File: src/rtl/vga_timing_pkg.sv
// Shared definitions for the raster timing generator.
//   timing_t        : one complete raster description (active/porch/sync widths, polarities)
//   VGA_640X480_60  : 640x480 @ 60 Hz preset, 25.175 MHz pixel clock
//   VGA_800X600_72  : 800x600 @ 72 Hz preset, 50 MHz pixel clock
//   axis_total()    : total pixels (lines) of one axis
//   calc_cw()       : smallest counter width that can hold 0..total-1
package vga_timing_pkg;

  typedef struct packed {
    int unsigned h_active;
    int unsigned h_fp;
    int unsigned h_sync;
    int unsigned h_bp;
    int unsigned v_active;
    int unsigned v_fp;
    int unsigned v_sync;
    int unsigned v_bp;
    bit          h_pol;
    bit          v_pol;
  } timing_t;

  localparam timing_t VGA_640X480_60 = '{
    h_active: 640, h_fp: 16, h_sync: 96, h_bp: 48,
    v_active: 480, v_fp: 10, v_sync: 2,  v_bp: 33,
    h_pol: 1'b0, v_pol: 1'b0
  };

  localparam timing_t VGA_800X600_72 = '{
    h_active: 800, h_fp: 56, h_sync: 120, h_bp: 64,
    v_active: 600, v_fp: 37, v_sync: 6,   v_bp: 23,
    h_pol: 1'b1, v_pol: 1'b1
  };

  function automatic int axis_total(input int active, input int fp,
                                    input int sync, input int bp);
    return active + fp + sync + bp;
  endfunction

  // Width needed so that 2^w >= total, i.e. every value 0..total-1 fits.
  function automatic int calc_cw(input int total);
    int w;
    w = 1;
    while ((64'd1 << w) < 64'(total)) w++;
    return w;
  endfunction

endpackage

File: src/rtl/vga_timing_gen_timing_axis_counter.sv
// One raster axis: a free-running position counter with window decode.
//   clk, reset  : clock, synchronous active-high reset
//   ce          : advance enable (pixel enable for H, pixel enable & line wrap for V)
//   cnt         : current position, 0..TOTAL-1
//   wrap        : cnt is the last position of the axis
//   in_active   : cnt lies in the visible region
//   in_sync     : sync window expressed at the pin level, POL inside the window,
//                 ~POL outside, so the top can register it straight onto the pin
module timing_axis_counter
  import vga_timing_pkg::*;
#(
  parameter int ACTIVE = 640,
  parameter int FP     = 16,
  parameter int SYNC   = 96,
  parameter int BP     = 48,
  parameter bit POL    = 1'b0,
  parameter int CW     = 10
) (
  input  logic          clk,
  input  logic          reset,
  input  logic          ce,
  output logic [CW-1:0] cnt,
  output logic          wrap,
  output logic          in_active,
  output logic          in_sync
);

  localparam int TOTAL = axis_total(ACTIVE, FP, SYNC, BP);

  if (ACTIVE == 0 || FP == 0 || SYNC == 0 || BP == 0 || CW == 0) begin : g_bad_width
    $error("timing_axis_counter: all widths must be non-zero");
  end

  if (CW < calc_cw(TOTAL)) begin : g_bad_cw
    $error("timing_axis_counter: CW too small for axis total");
  end

  // All window edges are strictly below TOTAL, so they fit in CW bits.
  localparam logic [CW-1:0] LAST       = CW'(TOTAL - 1);
  localparam logic [CW-1:0] ACTIVE_END = CW'(ACTIVE);
  localparam logic [CW-1:0] SYNC_START = CW'(ACTIVE + FP);
  localparam logic [CW-1:0] SYNC_END   = CW'(ACTIVE + FP + SYNC);

  always_ff @(posedge clk) begin
    if (reset) begin
      cnt <= '0;
    end else if (ce) begin
      if (wrap) cnt <= '0;
      else      cnt <= cnt + 1'b1;
    end
  end

  assign wrap      = (cnt == LAST);
  assign in_active = (cnt < ACTIVE_END);
  assign in_sync   = ((cnt >= SYNC_START) && (cnt < SYNC_END)) ? POL : ~POL;

endmodule

File: src/rtl/vga_timing_gen.sv
// Parametrised raster timing generator.
//   clk        : system / pixel clock
//   reset      : synchronous active-high reset, wins over pix_ce
//   pix_ce     : pixel clock-enable, tie high when clk is the pixel clock
//   hsync      : horizontal sync at H_POL level
//   vsync      : vertical sync at V_POL level
//   de         : visible pixel
//   hblank     : horizontal blanking (x >= H_ACTIVE)
//   vblank     : vertical blanking (y >= V_ACTIVE)
//   x, y       : position of the pixel the other outputs describe
//   sof        : one-clk pulse with the first pixel of a frame
//   eol        : one-clk pulse with the last pixel of a line
//   frame_cnt  : completed frames, wraps at 2^FCW
// Every output is a flop loaded from the same counter snapshot, so all of
// them describe the same pixel in the same cycle.
module vga_timing_gen
  import vga_timing_pkg::*;
#(
  parameter int H_ACTIVE = VGA_640X480_60.h_active,
  parameter int H_FP     = VGA_640X480_60.h_fp,
  parameter int H_SYNC   = VGA_640X480_60.h_sync,
  parameter int H_BP     = VGA_640X480_60.h_bp,
  parameter int V_ACTIVE = VGA_640X480_60.v_active,
  parameter int V_FP     = VGA_640X480_60.v_fp,
  parameter int V_SYNC   = VGA_640X480_60.v_sync,
  parameter int V_BP     = VGA_640X480_60.v_bp,
  parameter bit H_POL    = VGA_640X480_60.h_pol,
  parameter bit V_POL    = VGA_640X480_60.v_pol,
  parameter int CW       = 10,
  parameter int FCW      = 8
) (
  input  logic           clk,
  input  logic           reset,
  input  logic           pix_ce,
  output logic           hsync,
  output logic           vsync,
  output logic           de,
  output logic           hblank,
  output logic           vblank,
  output logic [CW-1:0]  x,
  output logic [CW-1:0]  y,
  output logic           sof,
  output logic           eol,
  output logic [FCW-1:0] frame_cnt
);

  localparam int H_TOTAL = axis_total(H_ACTIVE, H_FP, H_SYNC, H_BP);
  localparam int V_TOTAL = axis_total(V_ACTIVE, V_FP, V_SYNC, V_BP);
  localparam int MAX_TOTAL = (H_TOTAL > V_TOTAL) ? H_TOTAL : V_TOTAL;

  if (FCW == 0 || CW == 0) begin : g_bad_width
    $error("vga_timing_gen: CW and FCW must be non-zero");
  end

  if (CW < calc_cw(MAX_TOTAL)) begin : g_bad_cw
    $error("vga_timing_gen: CW too small for H_TOTAL/V_TOTAL");
  end

  logic [CW-1:0]  hc;
  logic [CW-1:0]  vc;
  logic           h_wrap;
  logic           v_wrap;
  logic           h_active;
  logic           v_active;
  logic           h_sync_lvl;
  logic           v_sync_lvl;
  logic           v_ce;
  logic [FCW-1:0] frame_q;

  assign v_ce = pix_ce & h_wrap;

  timing_axis_counter #(
    .ACTIVE (H_ACTIVE),
    .FP     (H_FP),
    .SYNC   (H_SYNC),
    .BP     (H_BP),
    .POL    (H_POL),
    .CW     (CW)
  ) u_h_axis (
    .clk       (clk),
    .reset     (reset),
    .ce        (pix_ce),
    .cnt       (hc),
    .wrap      (h_wrap),
    .in_active (h_active),
    .in_sync   (h_sync_lvl)
  );

  timing_axis_counter #(
    .ACTIVE (V_ACTIVE),
    .FP     (V_FP),
    .SYNC   (V_SYNC),
    .BP     (V_BP),
    .POL    (V_POL),
    .CW     (CW)
  ) u_v_axis (
    .clk       (clk),
    .reset     (reset),
    .ce        (v_ce),
    .cnt       (vc),
    .wrap      (v_wrap),
    .in_active (v_active),
    .in_sync   (v_sync_lvl)
  );

  // Internal count bumps as the counters roll over to (0,0); the output copy
  // is loaded with the rest of the snapshot, so it changes together with sof.
  always_ff @(posedge clk) begin
    if (reset) begin
      frame_q <= '0;
    end else if (v_ce && v_wrap) begin
      frame_q <= frame_q + 1'b1;
    end
  end

  always_ff @(posedge clk) begin
    if (reset) begin
      x         <= '0;
      y         <= '0;
      de        <= 1'b0;
      hblank    <= 1'b0;
      vblank    <= 1'b0;
      hsync     <= ~H_POL;
      vsync     <= ~V_POL;
      sof       <= 1'b0;
      eol       <= 1'b0;
      frame_cnt <= '0;
    end else if (pix_ce) begin
      x         <= hc;
      y         <= vc;
      de        <= h_active & v_active;
      hblank    <= ~h_active;
      vblank    <= ~v_active;
      hsync     <= h_sync_lvl;
      vsync     <= v_sync_lvl;
      sof       <= (hc == '0) && (vc == '0);
      eol       <= h_wrap;
      frame_cnt <= frame_q;
    end else begin
      // Pulses last one clk no matter how sparse pix_ce is.
      sof <= 1'b0;
      eol <= 1'b0;
    end
  end

endmodule

File: config.mk
export PLATFORM = sky130hd
export DESIGN_NAME = vga_timing_gen
export DESIGN_NICKNAME = d
export VERILOG_FILES = /design/src/rtl/vga_timing_pkg.sv /design/src/rtl/vga_timing_gen_timing_axis_counter.sv /design/src/rtl/vga_timing_gen.sv
export SDC_FILE = /design/constraint.sdc
export NUM_CORES = 1
export LEC_CHECK = 0
export CAP_MARGIN = 10
export CORE_MARGIN = 4
export CORE_UTILIZATION = 40
export DETAILED_ROUTE_END_ITERATION = 10
export DONT_BUFFER_PORTS = 1
export SKIP_CTS_REPAIR_TIMING = 1
export SYNTH_ARGS = -nofsm -noshare
export SYNTH_HDL_FRONTEND = slang
export SYNTH_HIERARCHICAL = 1
export SYNTH_SLANG_ARGS = --single-unit
File: constraint.sdc
create_clock -name clk -period 4.8 [get_ports clk]
set_input_delay 0.48 -clock clk [delete_from_list [all_inputs] [get_ports clk]]
set_output_delay 0.48 -clock clk [all_outputs]
set_load 0.005 [all_outputs]
# Word-level counts from Yosys, hierarchy flattened
# Index checks and enable logic that the tools add are counted.
# word_totals
in_bits,3
elab_cells,40
mem_bits_rw,0
romBits,0
output_inout_bits,35
latchBits,0
memories,0
regBits,63
# op_classes
div,0
n_eq_ne,2
mul,0
shifts,0
order_cmp,6
mux,4
n_addsub,3
n_reduce_logical,7
n_bitwise,5
# ops
cell,n
$add A10 B1 Y10 const B,2
$eq A10 B10 Y1 const B,2
$logic_not A10 Y1,2
$lt A10 B10 Y1 const B,2
$lt A10 B9 Y1 const B,2
$mux W10,2
$ge A10 B10 Y1 const B,1
$ge A10 B9 Y1 const B,1
$add A8 B1 Y8 const B,1
$logic_and A1 B1 Y1,4
$not A1 Y1,3
$and A1 B1 Y1,2
$mux W1,2
$reduce_or A2 Y1,1

# Logic depth before layout (Yosys ltp)
# Gate-level depths: netlist (run 1).
# depth
word_depth,3
ltp_mapped,9
depth_no_buf,8

# Cells and area by module
# The synthesis (run 1) kept the hierarchy.
# by_module_without_submodules
mod,seq_area_each_um2,area_per_inst_um2,cells_each,n_inst
vga_timing_gen,860.8,1621.6,160,1
timing_axis_counter (u_v_axis),200.2,520.5,58,1
timing_axis_counter (u_h_axis),200.2,501.7,56,1

# Worst setup path before layout (run 1)
# Ideal clock, no wire load.
# synth_timing
path_type,reg2reg
start,register u_h_axis.cnt[0]
end,register u_v_axis.cnt[8]
t_required_ns,4.734
stages_incl_launch_ff,10
arrival_time_ns,2.127
path_buffers,1
setup_slack_ns,2.607
synth_period_minus_slack_ns,2.193
cell_sequence,dfxtp_1 ha_1 nand2_1 nor4_2 and2_2 and2_1 buf_2 nand4_2 or4_4 a21oi_2
# synth_between
elab_chain_cells,2
# synth_lines
element,line,rtl
start: declaration,vga_timing_gen_timing_axis_counter.sv:22,"output logic [CW-1:0] cnt,"
start signal: assignment,vga_timing_gen_timing_axis_counter.sv:49,else cnt <= cnt + 1'b1;
$eq A10 B10 Y1,vga_timing_gen_timing_axis_counter.sv:53,assign wrap = (cnt == LAST);
net h_wrap,vga_timing_gen.sv:61,logic h_wrap;
$and A1 B1 Y1,vga_timing_gen.sv:70,assign v_ce = pix_ce & h_wrap;
net v_ce,vga_timing_gen.sv:67,logic v_ce;
end signal: assignment,vga_timing_gen_timing_axis_counter.sv:49,
end: declaration,vga_timing_gen_timing_axis_counter.sv:22,
# The timed path passes the listed nets, and every way through them passes these cells.
# A chain may end at the register's enable or synchronous reset.

# Worst setup path after layout (run 1)
# layout_timing
start,register u_h_axis.cnt[0]
end,register u_v_axis.cnt[7]
# Same word-level chain as after synthesis.

==> qor.csv, run 1 <==
metric,value,unit
Async SR Flop Fraction,0,%
Syn. warnings,6,
drt pass-1 iters,4,
Adder-Cell Fraction of Synth Area,2.366,%
crit path kind,flip-flop to flip-flop,
crit end category,flip-flop,
"Setup violations, final",0,
CTS root buffer,clkbuf_8,
Clock Skew,0.01001,ns
Syn Area/Cell,9.649,um2
first-pass GRT wire length,9087,um
Detail Placement HPWL,3490,um
CTS sink cnt,63,
Ant. Diodes,0,
Maximum Capacitance Violations,0,
gr ovfl total,0,
main combinational cell family by area after synthesis,simple AND/OR/NAND/NOR gates,
number of global-route vias before repair,1779,
post-layout util,45.00,%
TritonCTS clock tree,yes,
Synth Instances,274,
max frequency,398.2,MHz
Pins Over Slew Limit,0,
initial antenna violation count,0,
Rows,29,
mux contribution to synthesized area,11.74,%
Slew @ Worst Pin,0.4400,ns
CP Launch Type,flip-flop,
Nets,279,
outcome,finished clean,
Via Count,1915,
maximum vdd drop,234.6,uV
placer congestion estimate,0.7862,
register area share after synthesis,47.70,%
"Cell Area, Synth",2644,um2
syn nets,282,
Avg WL per Cell,14.99,um
die area,7974,um2
multi-input logic area,1292,um2
Residual DRC,0,
Longest Clk Path Bufs,2,
die width,89.30,um
Worst Path Required,5.06,ns
fin crit period,2.512,ns
post-route ant nets,0,
crit share post-route,52.33,%
Min-Delay Path Class,input pin to flip-flop,
Post-synth EDFFs,0,
Layout area overhead,8.708,%
worst skew pair latency,0.33,ns
Tot GR Track Use,15.10,%
setup ws final,2.288,ns
post-synth cell types,41,
power consumption,0.001024,W
input/output buffers,0,
RSZ-0062 raised after global routing,false,
worst-path fanout max,8,
simple-gate share of the synthesized area,23.00,%
total routed wirelength,5292,um
largest net degree at the start of global routing,50,
power per cell area,356.4,nW/um2
Ports,38,
relative slew slack,70.35,%
Synth Area in XOR/XNOR,4.969,%
Die H,89.30,um
Synth Area in Compound Gates,6.815,%
leakage power total,1.093,nW
Seq cells post-synth,63,
Non-Filler Instances,353,
CORE AREA,6386,um2
Critical Path AT,2.77,ns
setup tns final,0,ns
Num CTS Buffers,9,
"Hold Vio Cnt, Final",0,
DR iter-0 viols,105,
Initial Util,41.40,%
FILL cells,601,
Vias per Instance,5.425,
placed insts,337,
fraction of layout cells with a size suffix above 1,9.420,%
Setup WS pre-CTS,2.318,ns
Reg area,1261,um2
CTS H-tree lvls,3,
Synth Flop Type,dfxtp_1,
clk slew on worst S/H paths,0.07,ns
cells by family (layout without fill, tap and decap cells):
kind of cell,count (synthesis),count (layout)
AND/OR/NAND/NOR,114,114
adder cells (fa/ha/maj),5,5
flip-flops,63,63
AO/OA/AOI/OAI,28,28
buffers and inverters,18,20
multiplexers,31,31
XOR/XNOR,15,15
report_power, final:
part / internal, W / switching, W
registers: 0.000528 / 0.00000550
logic: 0.0000118 / 0.00000748
clock network: 0.000281 / 0.000190
total: 0.000821 / 0.000203
sequential cells by signal, summed over array words and instances (netlist names), 8 cells and up:
| signal | cells |
|---|---|
| x | 10 |
| frame_cnt | 8 |
| y | 10 |
| u_v_axis/cnt | 10 |
| u_h_axis/cnt | 10 |
| frame_q | 8 |
through the flow:
| step | instance area, um2 | hold slack, ns |
|---|---|---|
| after global routing | 2874 | 0.1808 |
| after detailed placement | 2665 | 0.4692 |
| after floorplan | 2644 | 0.4515 |
| after CTS | 2874 | 0.1905 |
| after global placement | 2665 | 0.4664 |
| final | 2874 | 0.2082 |
per-layer routing:
| layer | routed length (um) | share of wire (%) | up-vias | GRT usage [%] |
|---|---|---|---|---|
| met2 | 2381 | 45 | 38 | 21.43 |
| met5 | 0 | 0 | - | 0 |
| met3 | 266 | 5.0 | 5 | 6.728 |
| met4 | 65 | 1.2 | 0 | 5.819 |
| met1 | 2579 | 49 | 905 | 20.04 |
| li1 | - | - | 967 | - |
final timing paths:
check | startpoint | endpoint | slack (ns) | depth (start not counted)
setup / recovery | u_h_axis/cnt[0] | u_v_axis/cnt[7] | 2.29 | 8
hold / removal | reset | y[9] | 0.21 | 1
setup reg to reg | u_h_axis/cnt[0] | u_v_axis/cnt[7] | 2.29 | 8
hold reg to reg | frame_q[7] | frame_q[7] | 0.48 | 2
synthesized netlist by cell type (2+ instances only):
library cell	count	share of area, %
and3_1	2	0.47
nor2_1	49	7.0
nor4_1	5	1.2
a211oi_1	2	0.57
nand2_1	11	1.6
buf_4	2	0.57
o21ai_0	5	0.95
nand3_1	6	1.1
and4_1	2	0.66
clkbuf_1	5	0.71
inv_1	4	0.57
a211o_1	2	0.66
dfxtp_1	63	48
nor2b_1	6	1.4
xnor2_1	5	1.7
ha_1	5	2.4
xor2_1	10	3.3
or4_1	8	2.3
mux2i_1	31	12
buf_2	6	1.1
nand4_1	7	1.7
or3_1	3	0.71
nand3_2	3	1.1
o31ai_1	6	1.7
a21oi_1	10	1.9
critical path: stages, from the launching register on:
cell	delay, ns
dfxtp_1	0.43
ha_1	0.22
nand2_1	0.07
nor4_2	0.26
and2_2	0.23
and2_1	0.34
nand3_1	0.23
or4_1	0.50
a21oi_1	0.16
cells in the final DEF, fill, tap and decap left out, types with 3 or more instances in the layout:
master,instances
nor2_1,49
o21ai_0,5
nand3_1,6
nor2b_1,6
mux2i_1,31
dfxtp_1,63
nor4_1,5
a21oi_1,10
or3_1,3
nand3_2,3
inv_1,4
nand2_1,11
xnor2_1,5
or4_1,8
nand4_1,7
o31ai_1,6
ha_1,5
clkbuf_8,12
xor2_1,10
cell type report:
type | count | area share, %
flip-flops and latches | 63 | 43.88
clock buffers | 13 | 5.877
well taps | 77 | 3.352
multi-input cells | 193 | 44.97
inverters | 4 | 0.5224
clock inverters | 3 | 1.393
(Power assumes the default switching activity.)
==> inputs of run 2 (changes only) <==
- clock period: 4.8 -> 2.5 ns (I/O delays scaled with it)
==> run 2 against run 1 <==
Cell area grew 2.6%. Total power grew 100%. Combinational power grew to 3.0 times the previous value. Clock skew shrank 0.0011 ns. Hold slack lost 0.16 ns. Sequential cell count is the same. Sequential power grew 93%. Critical endpoint unchanged.
==> qor.csv, run 2 (synthesized netlist as in run 1, its figures left out) <==
metric,value,unit,change
outcome,finished clean,,unchanged
fraction of layout cells with a size suffix above 1,10.36,%,was 9.420%
CP Launch Type,flip-flop,,unchanged
total routed wirelength,5713,um,was 5292 um
Slew @ Worst Pin,0.5224,ns,was 0.4400 ns
number of global-route vias before repair,1778,,was 1779
Via Count,1947,,was 1915
CORE AREA,6386,um2,unchanged
Ant. Diodes,0,,unchanged
Tot GR Track Use,15.03,%,was 15.10%
worst r2r path cells,8,,unchanged
die width,89.30,um,unchanged
maximum vdd drop,280.1,uV,was 234.6 uV
crit share post-route,94.08,%,was 52.33%
post-route cell area,2948,um2,was 2874 um2
crit end category,flip-flop,,unchanged
Longest Clk Path Bufs,2,,unchanged
max frequency,425.2,MHz,was 398.2 MHz
"most common cell after layout, fill and taps aside",dfxtp_1,,unchanged
leakage power total,1.115,nW,was 1.093 nW
Worst Hold Margin,0.04902,ns,was 0.2082 ns
hold depth,1,,unchanged
Clock Skew,0.008919,ns,was 0.01001 ns
TritonCTS clock tree,yes,,unchanged
post-placement cell area,2680,um2,was 2665 um2
Residual DRC,0,,unchanged
Maximum Capacitance Violations,0,,unchanged
clk slew on worst S/H paths,0.07,ns,about the same
"Setup violations, final",0,,unchanged
"commonest non-fill, non-tap cells in the layout","dfxtp_1, nor2_1, mux2i_1",,unchanged
Num CTS Buffers,9,,unchanged
RSZ-0062 raised after global routing,false,,unchanged
power consumption,0.002052,W,was 0.001024 W
Pins Over Slew Limit,0,,unchanged
initial antenna violation count,0,,unchanged
Avg WL per Cell,16.00,um,was 14.99 um
fin crit period,2.352,ns,was 2.512 ns
input/output buffers,0,,unchanged
Initial Util,41.40,%,unchanged
Rows,29,,unchanged
Nets,284,,was 279
die area,7974,um2,unchanged
setup tns final,0,ns,unchanged
Detail Placement HPWL,3576,um,was 3490 um
Worst Path Required,2.77,ns,was 5.06 ns
largest net degree at the start of global routing,50,,unchanged
Die H,89.30,um,unchanged
Critical Path AT,2.62,ns,was 2.77 ns
Vias per Instance,5.454,,was 5.425
gr ovfl total,0,,unchanged
worst-path fanout max,6,,was 8
placer congestion estimate,0.8150,,was 0.7862
Layout area overhead,11.50,%,was 8.708%
crit path kind,flip-flop to flip-flop,,unchanged
"Hold Vio Cnt, Final",0,,unchanged
relative slew slack,64.80,%,was 70.35%
drt pass-1 iters,4,,unchanged
CTS root buffer,clkbuf_8,,unchanged
Ports,38,,unchanged
post-route ant nets,0,,unchanged
CTS H-tree lvls,3,,unchanged
DR iter-0 viols,138,,was 105
worst skew pair latency,0.34,ns,was 0.33 ns
first-pass GRT wire length,9018,um,was 9087 um
Min-Delay Path Class,input pin to flip-flop,,unchanged
power per cell area,695.9,nW/um2,was 356.4 nW/um2
CTS sink cnt,63,,unchanged
[run 2: worst max-delay path, stage by stage, from the launching register on]
cell and delay (ns):
dfxtp_1 0.41, ha_1 0.22, nand2_1 0.11, nor4_4 0.26
and2_2 0.23, and2_1 0.24, nand3_2 0.14, or4_1 0.49
a21oi_1 0.17
[run 2: through the flow]
step / util (%) / instances / setup slack [ns]
after CTS: 45.30 / 354 / 0.1489
after global routing: 46.16 / 357 / 0.02360
final: 46.16 / 357 / 0.1479
after detailed placement: 41.97 / 339 / 0.1749
after floorplan: - / 274 / 0.3071
after global placement: 41.97 / 339 / 0.2588
[run 2: power breakdown]
group | internal (W) | switching, W | leakage [nW]
Combinational | 0.0000287 | 0.0000285 | 0.503
Clock | 0.000584 | 0.000385 | 0.103
Sequential | 0.00101 | 0.0000107 | 0.509
[run 2: final cells by class]
| type | instances | area (um2) |
|---|---|---|
| Tap cell | 77 | 96.34 |
| Fill cell | 613 | 3438 |
| Inverter | 4 | 15.01 |
| Clock inverter | 3 | 67.56 |
| Sequential cell | 63 | 1262 |
| Timing Repair Buffer | 5 | 55.05 |
| Multi-Input combinational cell | 193 | 1306 |
| Clock buffer | 12 | 145.1 |
[run 2: routing by layer]
layer	vias to the layer above	share of wire [%]	track usage [%]
met4	0	1.9	5.819
met2	39	44	21.10
met3	12	5.2	6.359
met5	-	0	0
met1	918	49	20.37
li1	978	-	-
[run 2: final timing paths]
| kind | start | to | slack [ns] |
|---|---|---|---|
| worst max-delay path | u_h_axis/cnt[1] | u_v_axis/cnt[7] | 0.15 |
| worst min-delay path | pix_ce | hsync | 0.05 |
| worst max register to register | u_h_axis/cnt[1] | u_v_axis/cnt[7] | 0.15 |
| worst min register to register | frame_q[7] | frame_q[7] | 0.48 |
